### src/rtl/mdiv_pkg.sv
// Shared constants and state encoding for the modular-divider operand sequencer.
package mdiv_pkg;

    localparam int MDIV_WORD_W  = 32;
    localparam int MDIV_N_WORDS = 8;
    localparam int MDIV_CNT_W   = $clog2(MDIV_N_WORDS);

    typedef enum logic [1:0] {
        IDLE   = 2'd0,
        LOAD   = 2'd1,
        UNLOAD = 2'd2
    } state_t;

endpackage

### src/rtl/mdiv_opnd_seq_if.sv
// Load and read-out handshake channels of the operand sequencer.
// The master side offers load words and consumes read-out words.
interface mdiv_opnd_seq_if
    import mdiv_pkg::*;
#(
    parameter int WORD_W = MDIV_WORD_W
);

    logic              in_valid;
    logic              in_ready;
    logic [WORD_W-1:0] in_data;
    logic              out_valid;
    logic              out_ready;
    logic [WORD_W-1:0] out_data;

    modport master (
        output in_valid,
        output in_data,
        output out_ready,
        input  in_ready,
        input  out_valid,
        input  out_data
    );

    modport slave (
        input  in_valid,
        input  in_data,
        input  out_ready,
        output in_ready,
        output out_valid,
        output out_data
    );

endinterface

### src/rtl/mdiv_opnd_seq.sv
// Operand sequencer: streams a multi-word operand into an external word shift
// chain, and reads it back out by recirculating the chain so the stored operand
// survives the read-out unchanged.
module mdiv_opnd_seq
    import mdiv_pkg::*;
#(
    parameter int WORD_W  = MDIV_WORD_W,
    parameter int N_WORDS = MDIV_N_WORDS
) (
    input  logic              clk,
    input  logic              rst_n,
    mdiv_opnd_seq_if.slave    bus,
    input  logic              rot_req,
    input  logic              abort,
    output logic [WORD_W-1:0] sr_din,
    output logic              sr_we,
    input  logic [WORD_W-1:0] sr_dout,
    output logic              busy,
    output logic              load_done,
    output logic              unload_done
);

    localparam int                CNT_W    = (N_WORDS > 1) ? $clog2(N_WORDS) : 1;
    localparam logic [CNT_W-1:0] CNT_LAST = CNT_W'(N_WORDS - 1);

    state_t           state;
    logic [CNT_W-1:0] cnt;
    logic             load_hs;
    logic             unload_hs;

    assign busy = (state != IDLE);

    // Handshake qualification and shift-chain drive; abort silences every handshake.
    always_comb begin
        bus.in_ready  = 1'b0;
        bus.out_valid = 1'b0;
        bus.out_data  = '0;
        if (!abort) begin
            case (state)
                IDLE:    bus.in_ready  = ~rot_req;
                LOAD:    bus.in_ready  = 1'b1;
                UNLOAD:  bus.out_valid = 1'b1;
                default: ;
            endcase
        end
        if (state == UNLOAD) begin
            bus.out_data = sr_dout;
        end
        load_hs   = bus.in_valid & bus.in_ready;
        unload_hs = bus.out_valid & bus.out_ready;
        sr_we     = load_hs | unload_hs;
        if (load_hs) begin
            sr_din = bus.in_data;
        end else if (unload_hs) begin
            sr_din = sr_dout;
        end else begin
            sr_din = '0;
        end
    end

    // Sequencer state, word counter and one-cycle completion pulses.
    always_ff @(posedge clk or negedge rst_n) begin
        if (!rst_n) begin
            state       <= IDLE;
            cnt         <= '0;
            load_done   <= 1'b0;
            unload_done <= 1'b0;
        end else begin
            load_done   <= 1'b0;
            unload_done <= 1'b0;
            if (abort) begin
                state <= IDLE;
                cnt   <= '0;
            end else begin
                case (state)
                    IDLE: begin
                        if (rot_req) begin
                            state <= UNLOAD;
                            cnt   <= '0;
                        end else if (bus.in_valid) begin
                            state <= LOAD;
                            cnt   <= CNT_W'(1);
                        end
                    end
                    LOAD: begin
                        if (load_hs) begin
                            if (cnt == CNT_LAST) begin
                                state     <= IDLE;
                                cnt       <= '0;
                                load_done <= 1'b1;
                            end else begin
                                cnt <= cnt + 1'b1;
                            end
                        end
                    end
                    UNLOAD: begin
                        if (unload_hs) begin
                            if (cnt == CNT_LAST) begin
                                state       <= IDLE;
                                cnt         <= '0;
                                unload_done <= 1'b1;
                            end else begin
                                cnt <= cnt + 1'b1;
                            end
                        end
                    end
                    default: begin
                        state <= IDLE;
                        cnt   <= '0;
                    end
                endcase
            end
        end
    end

endmodule

### src/flat_wrapper.sv
// flat-port wrapper written by rule: the top's interface ports become plain ports
module mdiv_opnd_seq_flat import mdiv_pkg::*;
#(
    parameter int WORD_W  = MDIV_WORD_W,
    parameter int N_WORDS = MDIV_N_WORDS
)
  (clk, rst_n, rot_req, abort, sr_din, sr_we, sr_dout, busy, load_done, unload_done, bus_in_valid, bus_in_data, bus_out_ready, bus_in_ready, bus_out_valid, bus_out_data);
  mdiv_opnd_seq_if #(.WORD_W(WORD_W)) bus_i ();
  input  logic clk;
  input  logic rst_n;
  input  logic rot_req;
  input  logic abort;
  output logic [WORD_W-1:0] sr_din;
  output logic sr_we;
  input  logic [WORD_W-1:0] sr_dout;
  output logic busy;
  output logic load_done;
  output logic unload_done;
  input wire logic [$bits(bus_i.in_valid)-1:0] bus_in_valid;
  input wire logic [$bits(bus_i.in_data)-1:0] bus_in_data;
  input wire logic [$bits(bus_i.out_ready)-1:0] bus_out_ready;
  output wire logic [$bits(bus_i.in_ready)-1:0] bus_in_ready;
  output wire logic [$bits(bus_i.out_valid)-1:0] bus_out_valid;
  output wire logic [$bits(bus_i.out_data)-1:0] bus_out_data;
  assign bus_i.in_valid = bus_in_valid;
  assign bus_i.in_data = bus_in_data;
  assign bus_i.out_ready = bus_out_ready;
  assign bus_in_ready = bus_i.in_ready;
  assign bus_out_valid = bus_i.out_valid;
  assign bus_out_data = bus_i.out_data;
  mdiv_opnd_seq #(.WORD_W(WORD_W), .N_WORDS(N_WORDS)) u_core (.clk(clk), .rst_n(rst_n), .bus(bus_i), .rot_req(rot_req), .abort(abort), .sr_din(sr_din), .sr_we(sr_we), .sr_dout(sr_dout), .busy(busy), .load_done(load_done), .unload_done(unload_done));
endmodule
### config.mk
export PLATFORM = sky130hd
export DESIGN_NAME = mdiv_opnd_seq_flat
export DESIGN_NICKNAME = d
export VERILOG_FILES = /design/src/rtl/mdiv_pkg.sv /design/src/rtl/mdiv_opnd_seq_if.sv /design/src/rtl/mdiv_opnd_seq.sv /design/src/flat_wrapper.sv
export SDC_FILE = /design/constraint.sdc
export NUM_CORES = 1
export LEC_CHECK = 0
export CAP_MARGIN = 0
export CORE_ASPECT_RATIO = 1.1
export CORE_MARGIN = 2
export CORE_UTILIZATION = 31
export DETAILED_ROUTE_END_ITERATION = 16
export PLACE_DENSITY_LB_ADDON = 0.08
export SKIP_LAST_GASP = 1
export SLEW_MARGIN = 0
export SYNTH_ARGS = -nofsm -noshare
export SYNTH_HDL_FRONTEND = slang
export SYNTH_SLANG_ARGS = --single-unit
### constraint.sdc
create_clock -name clk -period 5.1 [get_ports clk]
set_input_delay 1.02 -clock clk [delete_from_list [all_inputs] [get_ports clk]]
set_output_delay 1.02 -clock clk [all_outputs]
set_load 0.01 [all_outputs]
; ---- Yosys cells after proc, flatten, opt, wreduce, memory -nomap -nowiden
; Index checks and enable logic that the tools add are counted.
[word_totals]
register_bits = 7
elab_cells = 46
[op_classes]
n_addsub = 1
eq_ne = 6
muxes = 28
bitwise = 4
reduce_logical = 3
[ops]
columns = cell, count
row1 = 32-bit two-way mux, 3
row2 = 3-bit two-way mux, 6
row3 = 2-bit two-way mux, 6
row4 = 1-bit two-way mux, 10
row5 = 3-bit one-hot mux with 3 select lines, 1
row6 = "3-bit by 2-bit != test with 1-bit output, second input constant", 2
row7 = 2-bit one-hot mux with 3 select lines, 1
row8 = "4-bit != test, second input constant", 1
row9 = "3-bit by 1-bit adder with 3-bit output, second input constant", 1
row10 = "3-bit equality test, second input constant", 1
row11 = 3-bit AND reduction, 1
row12 = 1-bit AND, 2
row13 = "2-bit by 1-bit equality test with 1-bit output, second input constant", 1
row14 = "2-bit equality test, second input constant", 1
row15 = 2-bit logical NOT, 1
row16 = 1-bit one-hot mux with 2 select lines, 1
row17 = 2-bit nonzero test, 1
row18 = 1-bit NOT, 1
row19 = 1-bit OR, 1

; ---- Depth between registers and ports, before layout
; Gate-level depths: netlist of run 1.
[logic_depth]
word_depth = 7
depth_mapped = 8
depth_no_buf = 6

; ---- Least setup slack after synthesis of run 1
; No wires, ideal clock.
[synth_timing]
kind = input-to-output
start = input rot_req
end = output sr_din[25]
t_arrival_ns = 1.868
required_ns = 4.080
slack_ns = 2.212
stages = 5
path_buffers = 2
cell_sequence = and3b_1 -> o21ai_2 -> buf_6 -> buf_6 -> o21ai_0
[synth_via]
elab_chain_len = 5
[synth_lines]
columns = item, line_no
row1 = start: declaration, flat_wrapper.sv:11  ; input logic rot_req;
row2 = 1-bit NOT, mdiv_opnd_seq.sv:40  ; IDLE: bus.in_ready = ~rot_req;
row3 = 1-bit one-hot mux with 2 select lines, mdiv_opnd_seq.sv:39  ; case (state)
row4 = 1-bit two-way mux, mdiv_opnd_seq.sv:38  ; if (!abort) begin
row5 = 1-bit AND, mdiv_opnd_seq.sv:49  ; load_hs = bus.in_valid & bus.in_ready;
row6 = 32-bit two-way mux, mdiv_opnd_seq.sv:52  ; if (load_hs) begin
row7 = end: declaration, flat_wrapper.sv:13  ; output logic [WORD_W-1:0] sr_din;
; No other way between the ends.

; ---- Worst setup path in the final report of run 1
[layout_timing]
start = input rot_req
end = output sr_din[11]
; Same word-level chain as after synthesis.

==> results of run 1 <==
## synth_stat cells
cell type / instances
nor3b_1: 1
inv_1: 38
buf_2: 3
clkbuf_1: 4
nor2_2: 1
o221ai_1: 1
buf_6: 6
nand3_1: 32
nor2b_1: 2
o21ai_2: 20
and3_1: 2
mux2i_1: 2
o21ai_1: 2
and3b_1: 1
nand2b_4: 1
nand2b_1: 2
dfrtp_1: 7
and2_1: 32
mux2_1: 3
nor3_1: 1
ha_1: 7
o21ai_0: 14
nor2_1: 5
a21oi_1: 1
nand3b_1: 1
## cell type report
cell class	instances	area, um^2	area share
Timing Repair Buffer	142	1440	0.523
Clock buffer	4	45.0	0.0164
Multi-Input combinational cell	131	883	0.321
Inverter	38	143	0.0519
Tap cell	52	65.1	0.0237
Sequential cell	7	175	0.0637
## cell usage in the layout, fill, tap and decap left out, types with 3 or more instances in the layout
| cell type | netlist | routed |
|---|---|---|
| o21ai_0 | 14 | 14 |
| nor2_1 | 5 | 5 |
| mux2_1 | 3 | 3 |
| ha_1 | 7 | 7 |
| and2_1 | 32 | 32 |
| clkdlybuf4s50_1 | 0 | 139 |
| inv_1 | 38 | 38 |
| nand3_1 | 32 | 32 |
| o21ai_2 | 20 | 19 |
| dfrtp_1 | 7 | 7 |
| clkbuf_8 | 0 | 3 |
## metrics by stage
stage	cell area (um^2)	util
6_report	2750	0.689
5_1_grt	2750	0.689
4_1_cts	2750	0.689
3_5_place_dp	2710	0.677
3_3_place_gp	2710	0.677
2_1_floorplan	1290	-
## critical path: stages
cell,delay (ns)
clkdlybuf4s50_1,0.49
and3b_1,0.22
o21ai_4,0.50
buf_12,0.30
nand3_1,0.09
o21ai_0,0.09
clkdlybuf4s50_1,0.57
## per-layer routing
layer	up-vias	track usage	wire length (um)
met3	11	0.0471	372
met5	-	0	0
met1	745	0.229	1850
met2	74	0.372	2480
met4	0	0.0671	109
li1	875	-	-
## state kept, by name (all words and copies together) (netlist names)
register / cells
u_core.cnt: 3
u_core.state: 2
u_core.load_done: 1
u_core.unload_done: 1
## cell families (layout without fill, tap and decap cells)
| group | after synthesis | after routing | share of synthesized area |
|---|---|---|---|
| fa+ha+maj | 7 | 7 | 0.0678 |
| mux | 5 | 5 | 0.0417 |
| buf+inv | 51 | 184 | 0.186 |
| flops | 7 | 7 | 0.136 |
| compound gates | 38 | 38 | 0.208 |
| simple gates | 81 | 81 | 0.360 |
## power breakdown
part | total [mW] | internal [mW] | switching, mW
registers | 0.0798 | 0.0689 | 0.0109
clock network | 0.0804 | 0.0542 | 0.0261
logic | 0.693 | 0.379 | 0.314
total | 0.853 | 0.502 | 0.351
## path summary, 6_finish.rpt
kind | from | endpoint | slack, ns | depth (start not counted)
worst min register to register | u_core.cnt[1] | u_core.cnt[1] | 0.49 | 1
worst max-delay path | rot_req | sr_din[11] | 0.78 | 7
worst max register to register | u_core.state[0] | u_core.cnt[2] | 3.34 | 6
max in group asynchronous | rst_n | u_core.state[1] | 3.81 | 1
worst min-delay path | u_core.cnt[1] | u_core.cnt[1] | 0.49 | 1
min in group asynchronous | rst_n | u_core.state[0] | 1.05 | 1
==> results.ini, run 1 <==
[grt]
antenna_found_initial = 0
grt_max_degree = 46
grtUsageTotal = 0.203
gr-total-overflow = 0
grt_pass1_wl_mm = 7.52
grt_pass1_vias = 1509

[floorplan]
die_w_um = 65.5
dieHeight_um = 71.7
rows = 24
ios = 140
initial_core_util = 0.323
dieArea_um2 = 4700
coreArea_um2 = 3990

[timing]
whs_ns = 0.495
fin_ws_ns = 0.779
clock_skew_ns = 0.00395
final_hold_viol_count = 0
drv_slew = 0
rsz0062_at_grt = no
fin_crit_ns = 4.32
max_freq_mhz = 231
period_share = 0.847
tightestPinTransition_ns = 0.609
finalSetupViolCount = 0
slew_headroom = 0.592
tns_ns = 0

[run]
cap_violations = 0

[yosys]
netlist.area_leader.share = 0.155
ys_ff_latch = 7
syn-num-nets = 266
yosys.area.top_type = and2_1
yosysWarnings = 0
synthCells = 189
ys_top_cells_by_area = and2_1, dfrtp_1, o21ai_2
avgSynthCellArea_um2 = 6.83
netlist_area_um2 = 1290
seq_area_frac_synth = 0.136
synthDistinctLibCells = 25

[detailed_routing]
drt_iter0_markers = 82
avgRoutedWirePerCell_um = 12.9
vias_per_cell = 4.56
vias = 1705
firstDrtPassIters = 4
postRouteAntennaNets = 0
drc = 0
routed_wl_mm = 4.82

[place]
place_inst = 370
pre_cts_ws_ns = 0.754
portBuffers = 139
dp_hpwl_mm = 3.95
gp_congestion = 0.793

[cts]
cts.path.max_buffers = 2
cts_resized = 0
cts.sink_count = 7
clockRootBuffer = clkbuf_8
clk_pin_slew_ns = 0.04
cts_setup_buffers = 0
hold_buffers = 0
cts_tree = yes
cts_buffers = 3
clkLatencyLatePin_ns = 0.23
h-tree-depth = 1

[power]
power_density_nw_per_um2 = 310
p_leak_nw = 1.19
power_uw = 853
peakVddDrop_v = 0.000239

[finish]
area_growth_syn_to_layout_pct = 113
stdcell_count = 374
fillers = 352
num-nets-final = 400
layout-drive-gt1-share = 0.0870
num_antenna_cells = 0

[worst_setup_path]
critPathCaptureType = output pin
critPathMaxFanout = 45
path_class = in -> out
start_kind = input pin
required_ns = 4.08
worstPathArrival_ns = 3.30

[min_path]
hold_class = reg -> reg

[run_status]
status = complete, no violations

Power figures use the tool's default switching activity.
==> run 2, diff against run 1 <==
--- a/config.mk
+++ b/config.mk
@@ -8,7 +8,7 @@
 export CAP_MARGIN = 0
 export CORE_ASPECT_RATIO = 1.1
 export CORE_MARGIN = 2
-export CORE_UTILIZATION = 31
+export CORE_UTILIZATION = 29
 export DETAILED_ROUTE_END_ITERATION = 16
 export PLACE_DENSITY_LB_ADDON = 0.08
 export SKIP_LAST_GASP = 1
==> constraint.sdc (replaced) <==
create_clock -name clk -period 4 [get_ports clk]
set_input_delay 0.8 -clock clk [delete_from_list [all_inputs] [get_ports clk]]
set_output_delay 0.8 -clock clk [all_outputs]
set_load 0.01 [all_outputs]
==> run 2 against run 1 <==
  * Global-route usage down 3.2 points
  * Total power up 27%
  * Clock power is 19% higher
  * Final area rose by 0.36%
  * Count of clock-buffer cells in the layout stayed put
  * Non-clock buffer count is 1 higher
  * Sequential share of layout area is essentially flat
  * Utilization decreased by 4.5 points
  * Critical endpoint is now sr_din[29]
  * Largest cell class unchanged
  * Highest routed layer unchanged
==> results.ini, run 2 (same netlist as run 1, synthesis figures left out) <==
[run_status]
status = complete, no violations

[floorplan]
coreArea_um2 = 4290  ; +7.3%
dieArea_um2 = 5000  ; +6.5%
rows = 25  ; +4.2%
dieHeight_um = 74.0  ; +3.2%
ios = 140  ; unchanged
initial_core_util = 0.301  ; -0.0220
die_w_um = 67.6  ; +3.2%

[min_path]
hp-start = u_core.cnt[1]
hold_class = reg -> reg
min_to = u_core.cnt[1]
hold_depth = 1  ; unchanged

[timing]
fin_crit_ns = 3.55
tns_ns = 0  ; unchanged
fin_ws_ns = 0.454  ; -0.325 ns
rsz0062_at_grt = no
final_hold_viol_count = 0  ; unchanged
finalSetupViolCount = 0  ; unchanged
slew_headroom = 0.763  ; +0.171
max_freq_mhz = 282
whs_ns = 0.494  ; -0.000505 ns
drv_slew = 0  ; unchanged
tightestPinTransition_ns = 0.355  ; -0.254 ns
period_share = 0.887
clock_skew_ns = 0.00106  ; -0.00289 ns

[place]
place_area_um2 = 2720  ; +0.37%
portBuffers = 139  ; unchanged
dp_hpwl_mm = 3.86  ; -2.2%
pre_cts_ws_ns = 0.444  ; -0.310 ns
gp_congestion = 0.764  ; -3.6%

[worst_setup_path]
r2r_slack_ns = 2.29  ; -1.05 ns
path_buf_inv = 3  ; unchanged
r2r-start = u_core.state[0]
worstReg2RegEnd = u_core.cnt[0]
critPathCaptureType = output pin
start_kind = input pin
crit_top_cell = clkdlybuf4s50_1
worstPathArrival_ns = 2.75  ; -0.55 ns
r2r_cells = 6  ; unchanged
critPathSlowestCell = clkdlybuf4s50_1
worstPathCellList = clkdlybuf4s50_1 > and3b_1 > o21ai_4 > buf_12 > nand3_1 > o21ai_2 > clkdlybuf4s50_1
critPathTopFamily = buffers and inverters
cp_slowest_stage_delay_ns = 0.56  ; about the same
path_class = in -> out
required_ns = 3.20  ; -0.88 ns
critPathMaxFanout = 65  ; +44%

[finish]
layout_common_cells = clkdlybuf4s50_1, inv_1, nand3_1, and2_1, o21ai_2
largest-register = u_core.cnt
num_antenna_cells = 0  ; unchanged
reg_top3 = u_core.cnt x3, u_core.state x2
final_common_cell = clkdlybuf4s50_1
num-nets-final = 401  ; +0.25%
largest_register_ffs = 3  ; unchanged
postLayoutCellArea_um2 = 2760  ; +0.36%
area_growth_syn_to_layout_pct = 114
layout-drive-gt1-share = 0.0898  ; +0.00283

[grt]
gr-total-overflow = 0  ; unchanged
grt_pass1_wl_mm = 6.74  ; -10%
antenna_found_initial = 0  ; unchanged
grt_max_degree = 66  ; +43%
grt_pass1_vias = 1450  ; -3.9%
use_met2 = 0.330  ; -0.0418
busiest_layer = met2
gr-usage-met1 = 0.193  ; -0.0355
grtUsageTotal = 0.171  ; -0.0319
grtUsageMet3 = 0.0242  ; -0.0229

[detailed_routing]
vias_per_cell = 4.42  ; -2.9%
postRouteAntennaNets = 0  ; unchanged
avgRoutedWirePerCell_um = 12.6  ; -2.5%
vias = 1668  ; -2.2%
firstDrtPassIters = 4  ; unchanged
drc = 0  ; unchanged
routed_wl_mm = 4.73  ; -1.7%
drt_iter0_markers = 66  ; -20%

[cts]
h-tree-depth = 1  ; unchanged
clk_pin_slew_ns = 0.04  ; about the same
cts_resized = 0  ; unchanged
cts_setup_buffers = 0  ; unchanged
clockRootBuffer = clkbuf_8
clkLatencyLatePin_ns = 0.22  ; about the same
hold_buffers = 0  ; unchanged
cts.sink_count = 7  ; unchanged
cts_tree = yes
cts_buffers = 3  ; unchanged
cts.path.max_buffers = 2  ; unchanged

[power]
power_density_nw_per_um2 = 391  ; +26%
power_mw = 1.08  ; +27%
peakVddDrop_v = 0.000346  ; +45%
p_leak_nw = 1.20  ; +0.40%

[run]
cap_violations = 0  ; unchanged

run 2: changes by cell type in the layout (fill, tap and decap cells not counted), sizes merged:
cell / change
buf: +1
run 2: worst max path at each step:
stage / startpoint / slack (ns) / cells past startpoint / to
floorplan: rot_req / 1.55 / 5 / sr_din[25]
global placement: rot_req / 0.48 / 7 / sr_din[10]
detailed placement: rot_req / 0.44 / 7 / sr_din[0]
CTS: rot_req / 0.45 / 7 / sr_din[0]
global route: rot_req / 0.34 / 7 / sr_din[15]
finish: rot_req / 0.45 / 7 / sr_din[29]
run 2: cell type report:
type	instances	area, um^2
fill	387	1530
timing repair buffer	143	1450
multi-input combinational	131	883
sequential	7	175
inverter	38	143
tap	54	67.6
clock buffer	4	45.0
run 2: routing by layer:
metal | wire [um] | vias up
met5 | 0 | -
met4 | 55 | 0
met3 | 366 | 6
met2 | 2480 | 59
met1 | 1830 | 728
li1 | - | 875
run 2: metrics by stage:
stage,util,cells
final,0.644,377
after global placement,0.634,373
after detailed placement,0.634,373
after global routing,0.644,377
after floorplan,-,189
after CTS,0.644,377
run 2: where the power goes:
part / total [mW] / internal [mW] / switching (mW)
Combinational: 0.882 / 0.484 / 0.399
Sequential: 0.102 / 0.0879 / 0.0138
Clock: 0.0953 / 0.0686 / 0.0267
